`src/rtl/uart_rx_majority.sv`:
```
// rtl/uart_rx_majority.sv - UART 8N1 receiver with 3-sample majority vote, framing error and break detection
module uart_rx_majority #(
  parameter int CLOCKS_PER_BAUD = 868
) (
  input  logic       clk,
  input  logic       reset,
  input  logic       uart_rx,
  output logic [7:0] rx_data,
  output logic       rx_valid,
  output logic       frame_error,
  output logic       break_detect,
  output logic       busy
);

  localparam int CW   = $clog2(CLOCKS_PER_BAUD);
  localparam int HALF = CLOCKS_PER_BAUD / 2;

  localparam logic [CW-1:0] C_HM1  = CW'(HALF - 1);
  localparam logic [CW-1:0] C_H    = CW'(HALF);
  localparam logic [CW-1:0] C_HP1  = CW'(HALF + 1);
  localparam logic [CW-1:0] C_LAST = CW'(CLOCKS_PER_BAUD - 1);

  typedef enum logic [2:0] {
    IDLE  = 3'd0,
    START = 3'd1,
    DATA  = 3'd2,
    STOP  = 3'd3,
    BREAK = 3'd4
  } state_t;

  state_t        state;
  logic          sync1;
  logic          sync2;
  logic          prev;
  logic [1:0]    settle;
  logic          armed;
  logic [CW-1:0] cnt;
  logic [2:0]    bit_idx;
  logic [7:0]    shreg;
  logic          smp0;
  logic          smp1;

  logic rx_s;
  logic fall;
  logic vote;

  assign rx_s = sync2;
  // A falling edge only counts once the line has really been seen high after reset,
  // so a line that is already low at release cannot start a frame.
  assign fall = armed & prev & ~rx_s;
  // Third sample is the live synchronised line at cnt = HALF+1.
  assign vote = (smp0 & smp1) | (smp0 & rx_s) | (smp1 & rx_s);

  // Two-flop synchroniser, edge-detect register and post-reset arming of edge detection.
  always_ff @(posedge clk or negedge reset) begin
    if (!reset) begin
      sync1  <= 1'b1;
      sync2  <= 1'b1;
      prev   <= 1'b1;
      settle <= 2'd0;
      armed  <= 1'b0;
    end else begin
      sync1 <= uart_rx;
      sync2 <= sync1;
      prev  <= sync2;
      if (settle != 2'd3) begin
        settle <= settle + 2'd1;
      end
      armed <= armed | ((settle == 2'd3) & rx_s);
    end
  end

  // Frame FSM: bit timing, majority sampling, shift register and registered result strobes.
  always_ff @(posedge clk or negedge reset) begin
    if (!reset) begin
      state        <= IDLE;
      cnt          <= '0;
      bit_idx      <= 3'd0;
      shreg        <= 8'h00;
      smp0         <= 1'b1;
      smp1         <= 1'b1;
      rx_data      <= 8'h00;
      rx_valid     <= 1'b0;
      frame_error  <= 1'b0;
      break_detect <= 1'b0;
    end else begin
      rx_valid    <= 1'b0;
      frame_error <= 1'b0;

      if (state == START || state == DATA || state == STOP) begin
        cnt <= (cnt == C_LAST) ? '0 : cnt + CW'(1);
        if (cnt == C_HM1) begin
          smp0 <= rx_s;
        end
        if (cnt == C_H) begin
          smp1 <= rx_s;
        end
      end

      case (state)
        IDLE: begin
          if (fall) begin
            state <= START;
            cnt   <= '0;
          end
        end
        START: begin
          if (cnt == C_HP1 && vote) begin
            state <= IDLE;
          end else if (cnt == C_LAST) begin
            state   <= DATA;
            bit_idx <= 3'd0;
          end
        end
        DATA: begin
          if (cnt == C_HP1) begin
            shreg <= {vote, shreg[7:1]};
          end
          if (cnt == C_LAST) begin
            if (bit_idx == 3'd7) begin
              state <= STOP;
            end else begin
              bit_idx <= bit_idx + 3'd1;
            end
          end
        end
        STOP: begin
          // Decide at the stop-bit centre and leave at once so a back-to-back start edge is not missed.
          if (cnt == C_HP1) begin
            if (vote) begin
              rx_data  <= shreg;
              rx_valid <= 1'b1;
              state    <= IDLE;
            end else begin
              frame_error <= 1'b1;
              if (shreg == 8'h00) begin
                break_detect <= 1'b1;
                state        <= BREAK;
              end else begin
                state <= IDLE;
              end
            end
          end
        end
        BREAK: begin
          if (rx_s) begin
            break_detect <= 1'b0;
            state        <= IDLE;
          end
        end
        default: state <= IDLE;
      endcase
    end
  end

  // Busy flag registered from the current state.
  always_ff @(posedge clk or negedge reset) begin
    if (!reset) begin
      busy <= 1'b0;
    end else begin
      busy <= (state != IDLE);
    end
  end

endmodule
```
`config.mk`:
```
export PLATFORM = sky130hd
export DESIGN_NAME = uart_rx_majority
export DESIGN_NICKNAME = d
export VERILOG_FILES = /design/src/rtl/uart_rx_majority.sv
export SDC_FILE = /design/constraint.sdc
export NUM_CORES = 1
export LEC_CHECK = 0
export ABC_AREA = 1
export CORE_ASPECT_RATIO = 1.1
export CORE_MARGIN = 2
export CORE_UTILIZATION = 50
export DETAILED_ROUTE_END_ITERATION = 16
export HOLD_SLACK_MARGIN = 0.03
export PLACE_DENSITY = 0.7
export SKIP_LAST_GASP = 1
export SYNTH_ARGS = -nofsm -noshare
export SYNTH_HDL_FRONTEND = slang
export SYNTH_SLANG_ARGS = --single-unit
```
`constraint.sdc`:
```
create_clock -name clk -period 3.42 [get_ports clk]
set_input_delay 0.342 -clock clk [delete_from_list [all_inputs] [get_ports clk]]
set_output_delay 0.342 -clock clk [all_outputs]
set_load 0.005 [all_outputs]
```
-- After elaboration in Yosys (flattened, before gate mapping)
Index checks and enable logic that the tools add are counted.
- output and inout port bits: 12
- logic and storage cells: 96
- flip-flop bits (word level): 44
- reductions and logical operators: 15
- equality and inequality tests: 22
- muxes and demuxes: 30
- bitwise operators: 10
- add/subtract/negate cells: 3
- operator list (operator ; number):
    two-way mux 10 bit ; 4
    two-way mux 3 bit ; 13
    == test 10 x 9 -> 1 bit, second input constant ; 3
    one-hot mux 3 bit (5 select lines) ; 1
    != test 2 bit, second input constant ; 6
    adder 10 x 1 -> 10 bit, second input constant ; 1
    == test 10 bit, second input constant ; 1
    two-way mux 1 bit ; 10
    != test 2 x 1 -> 1 bit, second input constant ; 5
    AND reduction 5 bit ; 2
    logical NOT 8 bit ; 1
    AND 1 bit ; 6
    == test 3 x 2 -> 1 bit, second input constant ; 2
    == test 3 bit, second input constant ; 2
    one-hot mux 3 bit (2 select lines) ; 1
    AND reduction 2 bit ; 3
    AND reduction 6 bit ; 1
    nonzero test 2 bit ; 2
    adder 3 x 1 -> 3 bit, second input constant ; 1
    == test 3 x 1 -> 1 bit, second input constant ; 1
    logical NOT 3 bit ; 1
    != test 3 x 1 -> 1 bit, second input constant ; 1
    OR 1 bit ; 3
    AND reduction 3 bit ; 1
    7 further kinds ; 8

-- Longest topological paths before layout
Gate-level depths: netlist of the first run.
- word-level depth: 6
- depth in mapped cells: 10
- gate-level depth less buffers: 10

-- Worst setup path before layout of the first run
No wires, ideal clock.
- path kind: register to register
- start: register cnt[1]
- end: register rx_data[7]
- buffers on the path: 1
- cell stages (with the launch flop): 10
- slack: 2012 ps
- arrival time: 1290 ps
- clock period less this slack: 1408 ps
- path through: dfrtp_1 > ha_1 > nand2_1 > nor2_2 > nand2_2 > clkinv_2 > nand3_4 > buf_6 > nand2_1 > o21ai_2
- word-level cells in the longest chain between the ends: 2
- ends and longest elaborated chain (item ; RTL line ; text):
    start, declared ; 37 ; logic [CW-1:0] cnt;
    start signal, assigned ; 91 ; cnt <= (cnt == C_LAST) ? '0 : cnt + CW'(1);
    == test 10 x 9 -> 1 bit ; 129 ; if (cnt == C_HP1) begin
    AND reduction 3 bit (no line) ; - ;
    end signal, assigned ; 131 ; rx_data <= shreg;
    end, declared ; 8 ; output logic [7:0] rx_data,
No other way between the ends.
A chain may end at the register's enable or synchronous reset.

-- Worst setup path after layout of the first run
- start: register cnt[1]
- end: register rx_data[3]
Same word-level chain as after synthesis.

==> metrics.txt, run 1 <==
status finished, final reports clean; fin nets between 200 and 300; commonest non-fill, non-tap cells in the layout nand2_1 (71), dfrtp_1 (39), inv_1 (32); CTS clock-pin slew for the worst setup and hold paths 80 ps; R2R Path Start cnt[1]$_DFF_PN0_; first-pass GRT wire length a little under 7000 um; number of max-cap violations 0; CTS Buf Count 5; initial antenna violation count 0; wire per inst 11.01 um; Routed Antenna Nets 0; Final Hold Fails 0; Critical R2R Capture rx_data[3]$_DFFE_PN0P_; Tot GR Track Use 18.11%; Placed Cells incl. Taps around 330; register area about 0.0011 mm^2; measured slew at the worst slew-check pin ~930 ps; Reg2Reg Depth 8; Post-Route WL about 3700 um; port bufs 14; Critical Path RT 3600 ps; DRT Pass-1 Iters 4; CP Max Fanout 17; Critical Path AT about 1700 ps; fin crit share between 40% and 50%; Setup crit start kind flop; clk_skew ~5.6 ps; mean area per synthesized cell between 8 and 9 um^2; drc violations 0; # IOs 15; Non-Filler Instances 333; Overflow after GRT 0; fill count about 400; Area after DPL 0.002400 mm^2; post-layout min period between 1500 and 2000 ps; chip width a little under 70 um; Max-slew headroom around 38%; Worst VDD drop 0.0003160 V; diodes inserted 0; Util after Layout about three fifths; FMAX approximately 650 MHz; worst hold margin 189.3 ps; Vias/cell slightly below 5; clock sinks 44; die area ~0.005 mm^2; clk_lat worst skew about 290 ps; Max Root-Sink Buffers 2; Final Max Slew Viols 0; Ys Warns 0; FP Rows 25; Vert. Die Dim about 74 um; most common cell after layout, fill and taps aside nand2_1; synth-to-layout area growth 12.96%; RSZ-0062 raised after global routing false; cts hold-fix bufs 0; critical path class reg2reg; DPL Wire Length 2691 um; Post-CTS Setup Repair Bufs 0; initial core utilization ~52%; Distinct cells, synth 30; number of global-route vias before repair about 1600; worst reg-to-reg setup slack 1880 ps; register area share after synthesis about half; GP Congestion roughly 0.83; H-tree Lvls 2; Power Density between 500 and 600 mW/mm^2; clock root buffer clkbuf_8; area occupied by multi-input gates 942.2 um^2; #FFs+latches synth between 40 and 50; share of layout cells above drive strength 1 17.20%; HP Class in2async; TNS Setup 0 ps; Setup crit start cnt[1]$_DFF_PN0_; mapped cell area 0.002220 mm^2; CP endpoint kind flop; CTS tree built; initial drt markers 82; CTS resizes 0; Post-Syn Instances ~260; final instance area 0.002507 mm^2; via count between 1500 and 2000; Final setup viols 0; Mapped Nets approximately 270; core area around 0.0043 mm^2; largest net degree at the start of global routing between 40 and 50; P_leak approximately 0.0012 uW
[synth_stat cells]
cell type / n / share of area [%]
nand2_1: 71 / 12
dfrtp_1: 39 / 44
inv_1: 32 / 5.4
nor2_1: 20 / 3.4
nand3_1: 13 / 2.9
o21ai_1: 10 / 2.3
o21ai_2: 10 / 3.9
nand4_1: 8 / 2.3
ha_1: 6 / 3.4
inv_2: 6 / 1.0
nor2_2: 6 / 1.7
o21ai_0: 6 / 1.4
dfstp_2: 5 / 5.9
a21oi_1: 4 / 0.90
nand2_2: 3 / 0.85
buf_6: 2 / 1.0
nand3_2: 2 / 0.90
nor2_4: 2 / 1.0
nor3_2: 2 / 0.90
nor3b_1: 2 / 0.68
a21o_1: 1 / 0.34
a22oi_1: 1 / 0.34
clkinv_2: 1 / 0.23
mux2_2: 1 / 0.51
nand3_4: 1 / 0.79
nand3b_1: 1 / 0.34
nor3_1: 1 / 0.23
o21a_1: 1 / 0.34
o21ai_4: 1 / 0.73
xnor2_1: 1 / 0.39
[where the power goes]
group | switching (uW) | internal (uW)
sequential | 67.7 | 581
clock | 166 | 217
combinational | 264 | 145
total | 498 | 943
[registers in the layout (all words and copies together) (netlist names), 2 cells and up]
name	count
cnt	10
rx_data	8
shreg	8
bit_idx	3
state	3
settle	2
[routing by layer]
| metal | global-route usage [%] | vias up | wire length, um |
|---|---|---|---|
| met3 | 4.594 | 9 | 131 |
| met1 | 22.46 | 741 | 1733 |
| met5 | 0 | - | 0 |
| li1 | - | 862 | - |
| met4 | 8.617 | 0 | 103 |
| met2 | 29.19 | 28 | 1696 |
[cells by family (layout without fill, tap and decap cells)]
family | after synthesis | in the layout | share of synthesized area (%)
adder cells (fa/ha/maj) | 6 | 6 | 3.382
multiplexers | 1 | 1 | 0.5073
XOR/XNOR | 1 | 1 | 0.3947
AND/OR/NAND/NOR | 132 | 132 | 27.96
buffers and inverters | 41 | 61 | 7.666
flip-flops | 44 | 44 | 49.89
AO/OA/AOI/OAI | 34 | 34 | 10.20
[worst max path at each step]
stage / to / cells past startpoint
2_1_floorplan: rx_data[7]$_DFFE_PN0P_ / 9
3_3_place_gp: rx_data[0]$_DFFE_PN0P_ / 8
3_5_place_dp: rx_data[1]$_DFFE_PN0P_ / 8
4_1_cts: rx_data[1]$_DFFE_PN0P_ / 8
5_1_grt: state[0]$_DFFE_PN0P_ / 10
6_report: rx_data[3]$_DFFE_PN0P_ / 8
[layout make-up]
cell class / count / share of cell area [%]
Sequential cell: 44 / 44.16
Clock inverter: 2 / 1.397
Clock buffer: 6 / 2.894
Timing Repair Buffer: 14 / 5.389
Tap cell: 54 / 2.695
Inverter: 39 / 5.888
Multi-Input combinational cell: 174 / 37.57
[critical path, stage by stage (launching register included)]
cell and delay [ps]:
dfrtp_1 420, ha_1 230, nand2_1 90, nor2_2 140, nand2_2 90, clkinv_2 80, nand3_4 190, nand2_1 140
o21ai_2 60
[per-stage QoR]
| step | worst slack, ps | total power [uW] |
|---|---|---|
| 6_report | 1885 | 1441 |
| 2_1_floorplan | 2012 | 962.3 |
| 3_5_place_dp | 1881 | 1072 |
| 4_1_cts | 1862 | 1464 |
| 5_1_grt | 1645 | 1562 |
| 3_3_place_gp | 1927 | 1064 |
No activity file was read; power rests on OpenSTA's default activity.
==> inputs of run 2 (changes only) <==
- clock period: 3.42 -> 1.52 ns (I/O delays scaled with it)
==> run 2 against run 1 <==
Core utilization is 4.6 points higher. Global-route usage is 0.29 points higher. Routed wire length is 11% higher. Via count is 3.4% higher. Clock power is 130% higher. Combinational power grew to 3.0 times the previous value. Flip-flop and latch count stayed put. First-iteration DRC count is 60% higher. Clock skew is 2.3 ps higher. Critical path type unchanged. Largest power group unchanged. Highest routed layer unchanged.
==> metrics.txt, run 2 (synthesis results as in run 1) <==
status finished, final reports clean (unchanged); Max Root-Sink Buffers 2 (unchanged); Critical Path RT 1720 ps (was 3600 ps); TNS Setup 0 ps (unchanged); P_leak 0.001268 uW (was 0.001184 uW); drc violations 0 (unchanged); Vias/cell 4.888 (was 4.925); number of max-cap violations 0 (unchanged); total power 3550 uW (was 1441 uW); die area 0.004989 mm^2 (unchanged); wire per inst 11.71 um (was 11.01 um); CTS Buf Count 5 (unchanged); DPL Wire Length 2871 um (was 2691 um); final setup margin 84.63 ps (was 1885 ps); Biggest register cnt (unchanged); fin nets 301 (was 287); CP peak stage delay 390 ps (was 420 ps); initial drt markers 131 (was 82); diodes inserted 0 (unchanged); Setup crit start kind flop (unchanged); clock sinks 44 (unchanged); DRT Pass-1 Iters 4 (unchanged); clk_lat worst skew 300 ps (was 290 ps); via count 1696 (was 1640); cell family with most CP delay simple AND/OR/NAND/NOR gates (unchanged); first-pass GRT wire length 6734 um (was 6741 um); clock root buffer clkbuf_8 (unchanged); fin crit share 94.43% (was 44.89%); Vert. Die Dim 73.88 um (unchanged); Final Max Slew Viols 0 (unchanged); Critical-path top delay cell dfrtp_1 (unchanged); FP Rows 25 (unchanged); Post-Route WL 4062 um (was 3665 um); CTS tree built (unchanged); Final Hold Fails 0 (unchanged); max reg flops 10 (unchanged); # IOs 15 (unchanged); CP bufs+invs 0 (was 1); GP Congestion 0.8444 (was 0.8312); worst path cell trace nor2_2 > nand2_2 > nor2_4 > nand2_2 > nand2_1 > nand2_2 > nor2_4 > nand2_1 > nand2_1 > nand2_1 (was ha_1 > nand2_1 > nor2_2 > nand2_2 > clkinv_2 > nand3_4 > nand2_1 > o21ai_2); chip width 67.53 um (unchanged); Tot GR Track Use 18.40% (was 18.11%); Top Registers cnt (10), rx_data (8), shreg (8) (unchanged); core area 0.004285 mm^2 (unchanged); critical path class reg2reg (unchanged); H-tree Lvls 2 (unchanged); CP Max Fanout 3 (was 17); largest net degree at the start of global routing 25 (was 45); synth-to-layout area growth 21.93% (was 12.96%); measured slew at the worst slew-check pin 480.3 ps (was 931.2 ps); Max-slew headroom 67.98% (was 37.92%); FMAX 696.7 MHz (was 651.4 MHz); most common cell after layout, fill and taps aside nand2_1 (unchanged); CTS clock-pin slew for the worst setup and hold paths 80 ps (about the same); Critical Path AT 1630 ps (was 1710 ps); share of layout cells above drive strength 1 24.57% (was 17.20%); number of global-route vias before repair 1564 (was 1560); initial core utilization 51.80% (unchanged); fill count 377 (was 399); Overflow after GRT 0 (unchanged); Routed Antenna Nets 0 (unchanged); setup slack after placement 69.12 ps (was 1881 ps); HP Class in2reg (was in2async); commonest non-fill, non-tap cells in the layout nand2_1 (68), dfrtp_1 (35), inv_1 (32) (was nand2_1 (71), dfrtp_1 (39), inv_1 (32)); port bufs 14 (unchanged); initial antenna violation count 0 (unchanged); Final setup viols 0 (unchanged); CP endpoint kind flop (unchanged); Power Density 1312 mW/mm^2 (was 574.6 mW/mm^2); register area 0.001112 mm^2 (was 0.001107 mm^2); clk_skew 7.895 ps (was 5.559 ps); most numerous cell on the critical path nand2_1 (unchanged); Worst VDD drop 0.0008380 V (was 0.0003160 V); area occupied by multi-input gates 0.001010 mm^2 (was 942.2 um^2); post-layout min period 1435 ps (was 1535 ps); RSZ-0062 raised after global routing true (was false)
## run 2: cell count changes in the layout (fill, tap and decap cells not counted), moves of 2 or more
cell     change
buf_4       +10
dfrtp_1      -4
dfrtp_2      +4
nor2_4       +4
nand2_1      -3
nor2_2       -3
buf_12       +2
ha_1         -2
ha_2         +2
nand2_2      +2
nand3_1      -2
nand3_2      +2
## run 2: cell type report
type,instances,share of cell area (%)
Inverter,39,5.548
Clock inverter,1,1.110
Clock buffer,7,2.820
Timing Repair Buffer,27,9.616
Multi-Input combinational cell,175,37.31
Tap cell,54,2.497
Sequential cell,44,41.10
## run 2: final timing paths
check / endpoint / slack (ps) / depth (start not counted) / from
setup / recovery: state[0]$_DFFE_PN0P_ / 80 / 10 / cnt[3]$_DFF_PN0_
hold reg to reg: rx_s$_DFF_PN1_ / 360 / 0 / sync1$_DFF_PN1_
hold / removal: sync1$_DFF_PN1_ / 250 / 1 / uart_rx
setup reg to reg: state[0]$_DFFE_PN0P_ / 80 / 10 / cnt[3]$_DFF_PN0_
min in group asynchronous: rx_data[5]$_DFFE_PN0P_ / 330 / 2 / reset
max in group asynchronous: smp0$_DFFE_PN1P_ / 620 / 3 / reset
## run 2: metrics by stage
stage / utilization, % / cell area, um^2 / instances / hold WS, ps
5_1_grt: 63.15 / 2706 / 347 / 256.7
3_5_place_dp: 57.52 / 2465 / 332 / 144.2
3_3_place_gp: 57.52 / 2465 / 332 / 135.6
2_1_floorplan: - / 2220 / 259 / -143.6
6_report: 63.15 / 2706 / 347 / 254.5
4_1_cts: 60.23 / 2581 / 341 / 244.9
## run 2: worst reg2reg max path, stage by stage (launching register included)
cell,delay [ps]
dfrtp_1,390
nor2_2,160
nand2_2,90
nor2_4,140
nand2_2,80
nand2_1,80
nand2_2,90
nor2_4,130
nand2_1,70
nand2_1,60
nand2_1,50
## run 2: per-layer routing
layer | GRT usage (%) | wire (um)
met2 | 29.96 | 2029
met5 | 0 | 0
met4 | 7.483 | 72
met3 | 5.054 | 113
met1 | 22.91 | 1846
## run 2: power breakdown
part / internal, uW / leakage [uW] / switching, uW
Clock: 492 / 0.0000524 / 386
Sequential: 1310 / 0.000559 / 129
Combinational: 510 / 0.000656 / 721
Total: 2310 / 0.00127 / 1240
## run 2: what timing repair did
action | 4_1_cts | 5_1_grt
hold buffers | 1 | 0
endpoints found under the setup margin | 0 | 27
buffers inserted | 0 | 5
hold endpoints to repair | 16 | 0
resized for setup | 0 | 19
